[src/rtl/stretch.sv]
// Pulse stretcher: delays `in` by DELAY_TICKS cycles, then holds `out` high for
// up to MAX_LENGTH_TICKS extra cycles after the delayed input falls.
module stretch #(
  parameter int MAX_LENGTH_TICKS = 100,
  parameter int DELAY_TICKS      = 100,
  localparam int W               = $clog2(MAX_LENGTH_TICKS + 1)
) (
  input  logic         clk,
  input  logic         rst,
  input  logic         in,
  input  logic [W-1:0] strch,
  output logic         out
);

  localparam logic [W-1:0] MAX_W = W'(MAX_LENGTH_TICKS);

  logic         dly;
  logic [W-1:0] eff;
  logic [W-1:0] cnt;

  // Delay line: one bit per cycle of delay, so every short pulse or gap survives.
  generate
    if (DELAY_TICKS == 0) begin : g_nodly
      assign dly = in;
    end else if (DELAY_TICKS == 1) begin : g_dly1
      logic sr;
      always_ff @(posedge clk) begin
        if (!rst) sr <= 1'b0;
        else      sr <= in;
      end
      assign dly = sr;
    end else begin : g_dlyn
      logic [DELAY_TICKS-1:0] sr;
      always_ff @(posedge clk) begin
        if (!rst) sr <= '0;
        else      sr <= {sr[DELAY_TICKS-2:0], in};
      end
      assign dly = sr[DELAY_TICKS-1];
    end
  endgenerate

  assign eff = (strch > MAX_W) ? MAX_W : strch;

  // Reloading on every dly-high edge makes the tail restart from the last fall,
  // which is what merges closely spaced runs without a glitch.
  always_ff @(posedge clk) begin
    if (!rst)            cnt <= '0;
    else if (dly)        cnt <= eff;
    else if (cnt != '0)  cnt <= cnt - W'(1);
  end

  assign out = dly | (cnt != '0);

endmodule

[config.mk]
export PLATFORM = sky130hd
export DESIGN_NAME = stretch
export DESIGN_NICKNAME = d
export VERILOG_FILES = /design/src/rtl/stretch.sv
export SDC_FILE = /design/constraint.sdc
export NUM_CORES = 1
export LEC_CHECK = 0
export CAP_MARGIN = 20
export CORE_UTILIZATION = 52
export CTS_CLUSTER_DIAMETER = 150
export DETAILED_ROUTE_END_ITERATION = 16
export PLACE_DENSITY = 0.73
export SLEW_MARGIN = 10
export SYNTH_ARGS = -nofsm -noshare
export SYNTH_HDL_FRONTEND = slang
export SYNTH_SLANG_ARGS = --single-unit
[constraint.sdc]
create_clock -name clk -period 1.2 [get_ports clk]
set_input_delay 0.18 -clock clk [delete_from_list [all_inputs] [get_ports clk]]
set_output_delay 0.18 -clock clk [all_outputs]
set_load 0.05 [all_outputs]
==> results of run 1 <==
[stage by stage]
stage	hold slack (ps)	setup slack, ps
final	236	-544
after global routing	226	-599
after CTS	221	-549
after detailed placement	413	-256
after global placement	414	-232
after floorplan	307	-141
[final timing paths]
check | to | slack [ps] | cells past startpoint
worst max register to register | cnt[2] | -330 | 5
worst max-delay path | out | -540 | 4
worst min-delay path | cnt[4] | 240 | 3
worst min register to register | g_dlyn.sr[8] | 430 | 1
[cell usage after synthesis]
cell type / n / area share, %
xnor2_1: 1 / 0.28
o211a_1: 1 / 0.32
nand4_1: 3 / 0.59
nor3b_1: 1 / 0.24
nor2_1: 2 / 0.24
o311ai_0: 1 / 0.28
a221oi_2: 1 / 0.48
and2_1: 100 / 20
inv_1: 4 / 0.48
a31oi_1: 1 / 0.20
xor2_1: 1 / 0.28
clkbuf_1: 12 / 1.4
dfxtp_1: 107 / 68
and4_1: 1 / 0.28
o211ai_1: 2 / 0.48
nor2b_1: 2 / 0.40
a41oi_1: 1 / 0.28
buf_1: 1 / 0.12
ha_1: 2 / 0.79
a21oi_1: 2 / 0.32
or4_4: 2 / 0.71
nand3_1: 1 / 0.16
o31ai_1: 2 / 0.48
a21boi_1: 1 / 0.24
a211o_1: 1 / 0.28
o21ai_0: 5 / 0.79
nor2_4: 1 / 0.36
nand2_1: 2 / 0.24
a211oi_1: 1 / 0.24
a41o_2: 1 / 0.36
nor4_4: 1 / 0.67
nand2b_1: 2 / 0.40
[power groups by stage]
stage	registers [W]	logic, W	clock network [W]
after floorplan	0.00383	0.000820	0
after global placement	0.00383	0.00125	0
after detailed placement	0.00383	0.00126	0
after CTS	0.00375	0.00154	0.00229
after global routing	0.00381	0.00193	0.00244
final	0.00379	0.00181	0.00220
[flip-flops by register name (all words and copies together) (netlist names)]
| register | count |
|---|---|
| cnt | 7 |
| g_dlyn.sr | 100 |
[kinds of logic after synthesis]
logic type | count (synthesis) | synth area share (%)
flip-flops | 107 | 67.8
XOR/XNOR | 2 | 0.555
AND/OR/NAND/NOR | 118 | 24.1
buffers and inverters | 17 | 2.02
AO/OA/AOI/OAI | 20 | 4.71
adder cells (fa/ha/maj) | 2 | 0.792
[per-layer routing]
metal	vias up	wire length (um)
met3	11	226
li1	903	-
met5	-	0
met4	0	93
met1	814	2190
met2	30	1790
[final cells by class]
| class | instances | area [um2] | share of cell area, % |
|---|---|---|---|
| clock buffer | 11 | 141 | 3.73 |
| clock inverter | 5 | 67.6 | 1.78 |
| inverter | 4 | 20.0 | 0.528 |
| multi-input combinational | 142 | 1010 | 26.6 |
| sequential | 107 | 2150 | 56.9 |
| tap | 75 | 93.8 | 2.48 |
| timing repair buffer | 32 | 305 | 8.06 |
[what timing repair did]
action | 4_1_cts | 5_1_grt
buffers inserted | 4 | 3
resized for setup | 12 | 13
pin swaps | 5 | 4
setup endpoints to repair | 8 | 8
[worst max-delay path, stage by stage (launching register included)]
cell and delay, ps:
dfxtp_2 330, or4_4 550, nor2_4 140, nand2_4 50, buf_6 150
==> out/qor.csv, run 1 <==
metric,value,unit
height of the die,79.9,um
GR Layer Usage met3,7.66,%
hold crit path type,in -> reg,
final non-filler cell total,376,
TritonCTS Buffers,9,
final instance area,3790,um2
# rows,28,
Placement Cell Area,3450,um2
Initial Util,53.7,%
setup slack after layout,-544,ps
Combinational Power Share,23.2,%
GPL Wtd Cong,0.839,
met1 Usage GRT,20.4,%
register area share after synthesis,67.8,%
WL/cell,11.4,um
starting DRC count in detailed routing,45,
Mean Syn Cell Area,11.9,um2
placed cells,353,
grt ovf,0,
PortBufs,10,
# diodes,0,
Die Width,79.9,um
"Net Count, Synth",278,
Clock Sink Count,107,
Setup CP Type,reg -> out,
layout cells sized above 1,20.6,%
Top Usage Layer GRT,met2,
Worst Path Required,1020,ps
Peak VDD IR,1.23,mV
H-tree levels,3,
outcome,finished with violations,
Critical Path Sink Type,output port,
wire length of the first global-routing pass,7470,um
pwr/cell area,2060,nW/um2
final WL,4300,um
number of synthesis warnings,0,
IO Pins,11,
Util after Layout,64.4,%
area of the core,5890,um2
Psw,0.00208,W
Fill cells,453,
CTS tree,done,
Final Skew,12.6,ps
Worst Tran Pin Value,392,ps
Mapped Cells,266,
crit path from,cnt[3],
failing checks,setup timing,
"Hold-fix buffers, CTS",0,
Worst-Skew Late Latency,360,ps
Period minus WS final,1740,ps
routed vias,1758,
GRT Total Usage,15.8,%
largest net degree at the start of global routing,56,
initial antenna violation count,0,
routing usage on met2,22.1,%
cell leakage power,1.58,nW
startpoint types,flip-flop,
Highest Clock Rate,0.573,GHz
clock group share of total power,28.3,%
vias in the first global route,1683,
"FF+latch count, synth",107,
reg-to-reg startpoint,cnt[3],
post-route ant nets,0,
drt drc,0,
"most common cell after layout, fill and taps aside",dfxtp_1,
Yosys cell types,32,
hold path start,rst,
worst-case clock buffer depth,2,
cell area after synthesis,3160,um2
total die area,6390,um2
P_int,0.00572,W
worst path arrival time,1560,ps
Tot Pwr,0.00780,W
final hold viol count,0,
Clock transition at path regs,90,ps
fin nets,308,
sw frac,26.6,%
Reg power frac,48.6,%
Final TNS setup,-2140,ps
Final Setup Violations,8,
final slew viol count,0,
Area Growth Syn to Fin,20.0,%
total of max-cap violations,0,
RSZ-0062 raised after global routing,true,
crit share post-route,145,%
detailed placer's ending HPWL,2420,um
CTS Root Buffer Type,clkbuf_8,
TritonRoute pass-1 iters,4,
CP Max Fanout,2,
highest-count cells in the layout ignoring fill and taps,"dfxtp_1, and2_1, buf_4",
slew margin rel.,73.5,%
via/cell ratio,4.68,
(Power assumes the default switching activity.)
==> run 2, diff against run 1 <==
--- a/config.mk
+++ b/config.mk
@@ -9,6 +9,7 @@
 export CORE_UTILIZATION = 52
 export CTS_CLUSTER_DIAMETER = 150
 export DETAILED_ROUTE_END_ITERATION = 16
+export MAX_ROUTING_LAYER = met4
 export PLACE_DENSITY = 0.73
 export SLEW_MARGIN = 10
 export SYNTH_ARGS = -nofsm -noshare
==> out/qor.csv, run 2 (synthesis results as in run 1) <==
metric,value,unit,change
total of max-cap violations,0,,unchanged
Critical Path Sink Type,output port,,unchanged
RSZ-0062 raised after global routing,true,,unchanged
setup slack after layout,-536,ps,was -544 ps
"CP delay by family, top",simple AND/OR/NAND/NOR gates,,unchanged
post-route ant nets,0,,unchanged
final hold viol count,0,,unchanged
clock group share of total power,25.6,%,was 28.3%
highest-count cells in the layout ignoring fill and taps,"dfxtp_1, and2_1, buf_4",,unchanged
CP max stage delay,550,ps,about the same
H-tree levels,3,,unchanged
pwr/cell area,2030,nW/um2,was 2060 nW/um2
Reg power frac,48.9,%,was 48.6%
Worst Tran Pin Value,403,ps,was 392 ps
WL/cell,12.1,um,was 11.4 um
outcome,finished with violations,,unchanged
Final Setup Violations,8,,unchanged
Tot Pwr,0.00769,W,was 0.00780 W
Highest Clock Rate,0.576,GHz,was 0.573 GHz
via/cell ratio,4.59,,was 4.68
failing checks,setup timing,,unchanged
Psw,0.00207,W,was 0.00208 W
TritonRoute pass-1 iters,4,,unchanged
IO Pins,11,,unchanged
hold crit path type,in -> reg,,unchanged
"Hold-fix buffers, CTS",0,,unchanged
sw frac,27.0,%,was 26.6%
fin nets,310,,was 308
largest registers,"g_dlyn.sr (100), cnt (7)",,unchanged
GPL Wtd Cong,0.866,,was 0.839
grt ovf,0,,unchanged
drt drc,0,,unchanged
layout cells sized above 1,20.5,%,was 20.6%
Biggest register,g_dlyn.sr,,unchanged
Initial Util,53.7,%,unchanged
area of the core,5890,um2,unchanged
largest net degree at the start of global routing,55,,was 56
routed vias,1735,,was 1758
cells along the critical path,"or4_4, nor2_4, nand2_4, buf_6",,unchanged
PortBufs,10,,unchanged
slew margin rel.,72.8,%,was 73.5%
final WL,4560,um,was 4300 um
CTS Root Buffer Type,clkbuf_8,,unchanged
vias in the first global route,1699,,was 1683
initial antenna violation count,0,,unchanged
Combinational Power Share,25.6,%,was 23.2%
"most common cell after layout, fill and taps aside",dfxtp_1,,unchanged
worst path arrival time,1560,ps,about the same
Final Skew,9.73,ps,was 12.6 ps
detailed placer's ending HPWL,2460,um,was 2420 um
Period minus WS final,1740,ps,about the same
starting DRC count in detailed routing,69,,was 45
max reg flops,100,,unchanged
startpoint types,flip-flop,,unchanged
GRT Total Usage,17.4,%,was 15.8%
# diodes,0,,unchanged
R2R cell count,6,,was 5
final instance area,3780,um2,was 3790 um2
CP Max Fanout,2,,unchanged
Critical path buffers and inverters,1,,unchanged
WHS Path Cells,3,,unchanged
CTS tree,done,,unchanged
total die area,6390,um2,unchanged
Die Width,79.9,um,unchanged
Setup CP Type,reg -> out,,unchanged
Placement Cell Area,3450,um2,unchanged
P_int,0.00561,W,was 0.00572 W
final slew viol count,0,,unchanged
cell leakage power,1.58,nW,about the same
# rows,28,,unchanged
Worst-Skew Late Latency,350,ps,was 360 ps
area of the multi-input gates,1020,um2,was 1010 um2
Area Growth Syn to Fin,19.8,%,was 20.0%
Final TNS setup,-2190,ps,was -2140 ps
height of the die,79.9,um,unchanged
Peak VDD IR,1.28,mV,was 1.23 mV
Crit. path cell count,4,,unchanged
crit share post-route,145,%,about the same
worst-case clock buffer depth,2,,unchanged
Clock Sink Count,107,,unchanged
Fill cells,458,,was 453
Hold WS,257,ps,was 236 ps
critical path's slowest cell,or4_4,,unchanged
Worst Path Required,1020,ps,about the same
TritonCTS Buffers,9,,unchanged
Register Area,2150,um2,about the same
wire length of the first global-routing pass,7890,um,was 7470 um
Clock transition at path regs,90,ps,about the same
run 2: cell types whose count changed in the layout (fill, tap and decap cells not counted), moves of 2 or more:
cell | before | now
inv_2 | 0 | 2
dfxtp_4 | 2 | 0
buf_4 | 15 | 17
inv_4 | 2 | 0
run 2: power by group through the flow:
stage	clock network (W)	registers (W)	logic, W
2_1_floorplan	0	0.00383	0.000820
3_3_place_gp	0	0.00383	0.00127
3_5_place_dp	0	0.00383	0.00128
4_1_cts	0.00204	0.00375	0.00173
5_1_grt	0.00220	0.00377	0.00214
6_report	0.00197	0.00376	0.00196
run 2: cell type report:
| class | count | area share [%] |
|---|---|---|
| flip-flops and latches | 107 | 56.8 |
| multi-input cells | 142 | 26.9 |
| repair buffers | 34 | 8.70 |
| clock buffers | 13 | 4.20 |
| well taps | 75 | 2.48 |
| clock inverters | 3 | 0.562 |
| inverters | 4 | 0.397 |
run 2: per-stage QoR:
stage | util (%) | cells | setup WS (ps)
6_report | 64.3 | 378 | -536
5_1_grt | 64.3 | 378 | -610
4_1_cts | 63.8 | 377 | -558
3_5_place_dp | 58.6 | 353 | -252
3_3_place_gp | 58.6 | 353 | -229
2_1_floorplan | - | 266 | -141
run 2: worst min-delay path: stages:
cell and delay, ps:
buf_2 170, nand4_1 140, o31ai_2 70
run 2: path summary, 6_finish.rpt:
kind,to,from,slack (ps)
setup / recovery,out,cnt[3],-540
hold / removal,cnt[4],rst,260
setup reg to reg,cnt[0],cnt[3],-320
hold reg to reg,g_dlyn.sr[77],g_dlyn.sr[76],430
run 2: metal layers:
| metal | vias to the layer above | global-route usage (%) | routed length, um |
|---|---|---|---|
| met4 | 0 | 10.0 | 106 |
| met5 | - | - | 0 |
| li1 | 909 | - | - |
| met3 | 10 | 6.40 | 206 |
| met2 | 35 | 24.4 | 1910 |
| met1 | 781 | 21.4 | 2330 |
run 2: repair_timing:
action	4_1_cts	5_1_grt
setup endpoints to repair	8	8
resized for setup	15	6
setup buffers	8	3
hold endpoints to repair	0	0
pin swaps	8	3
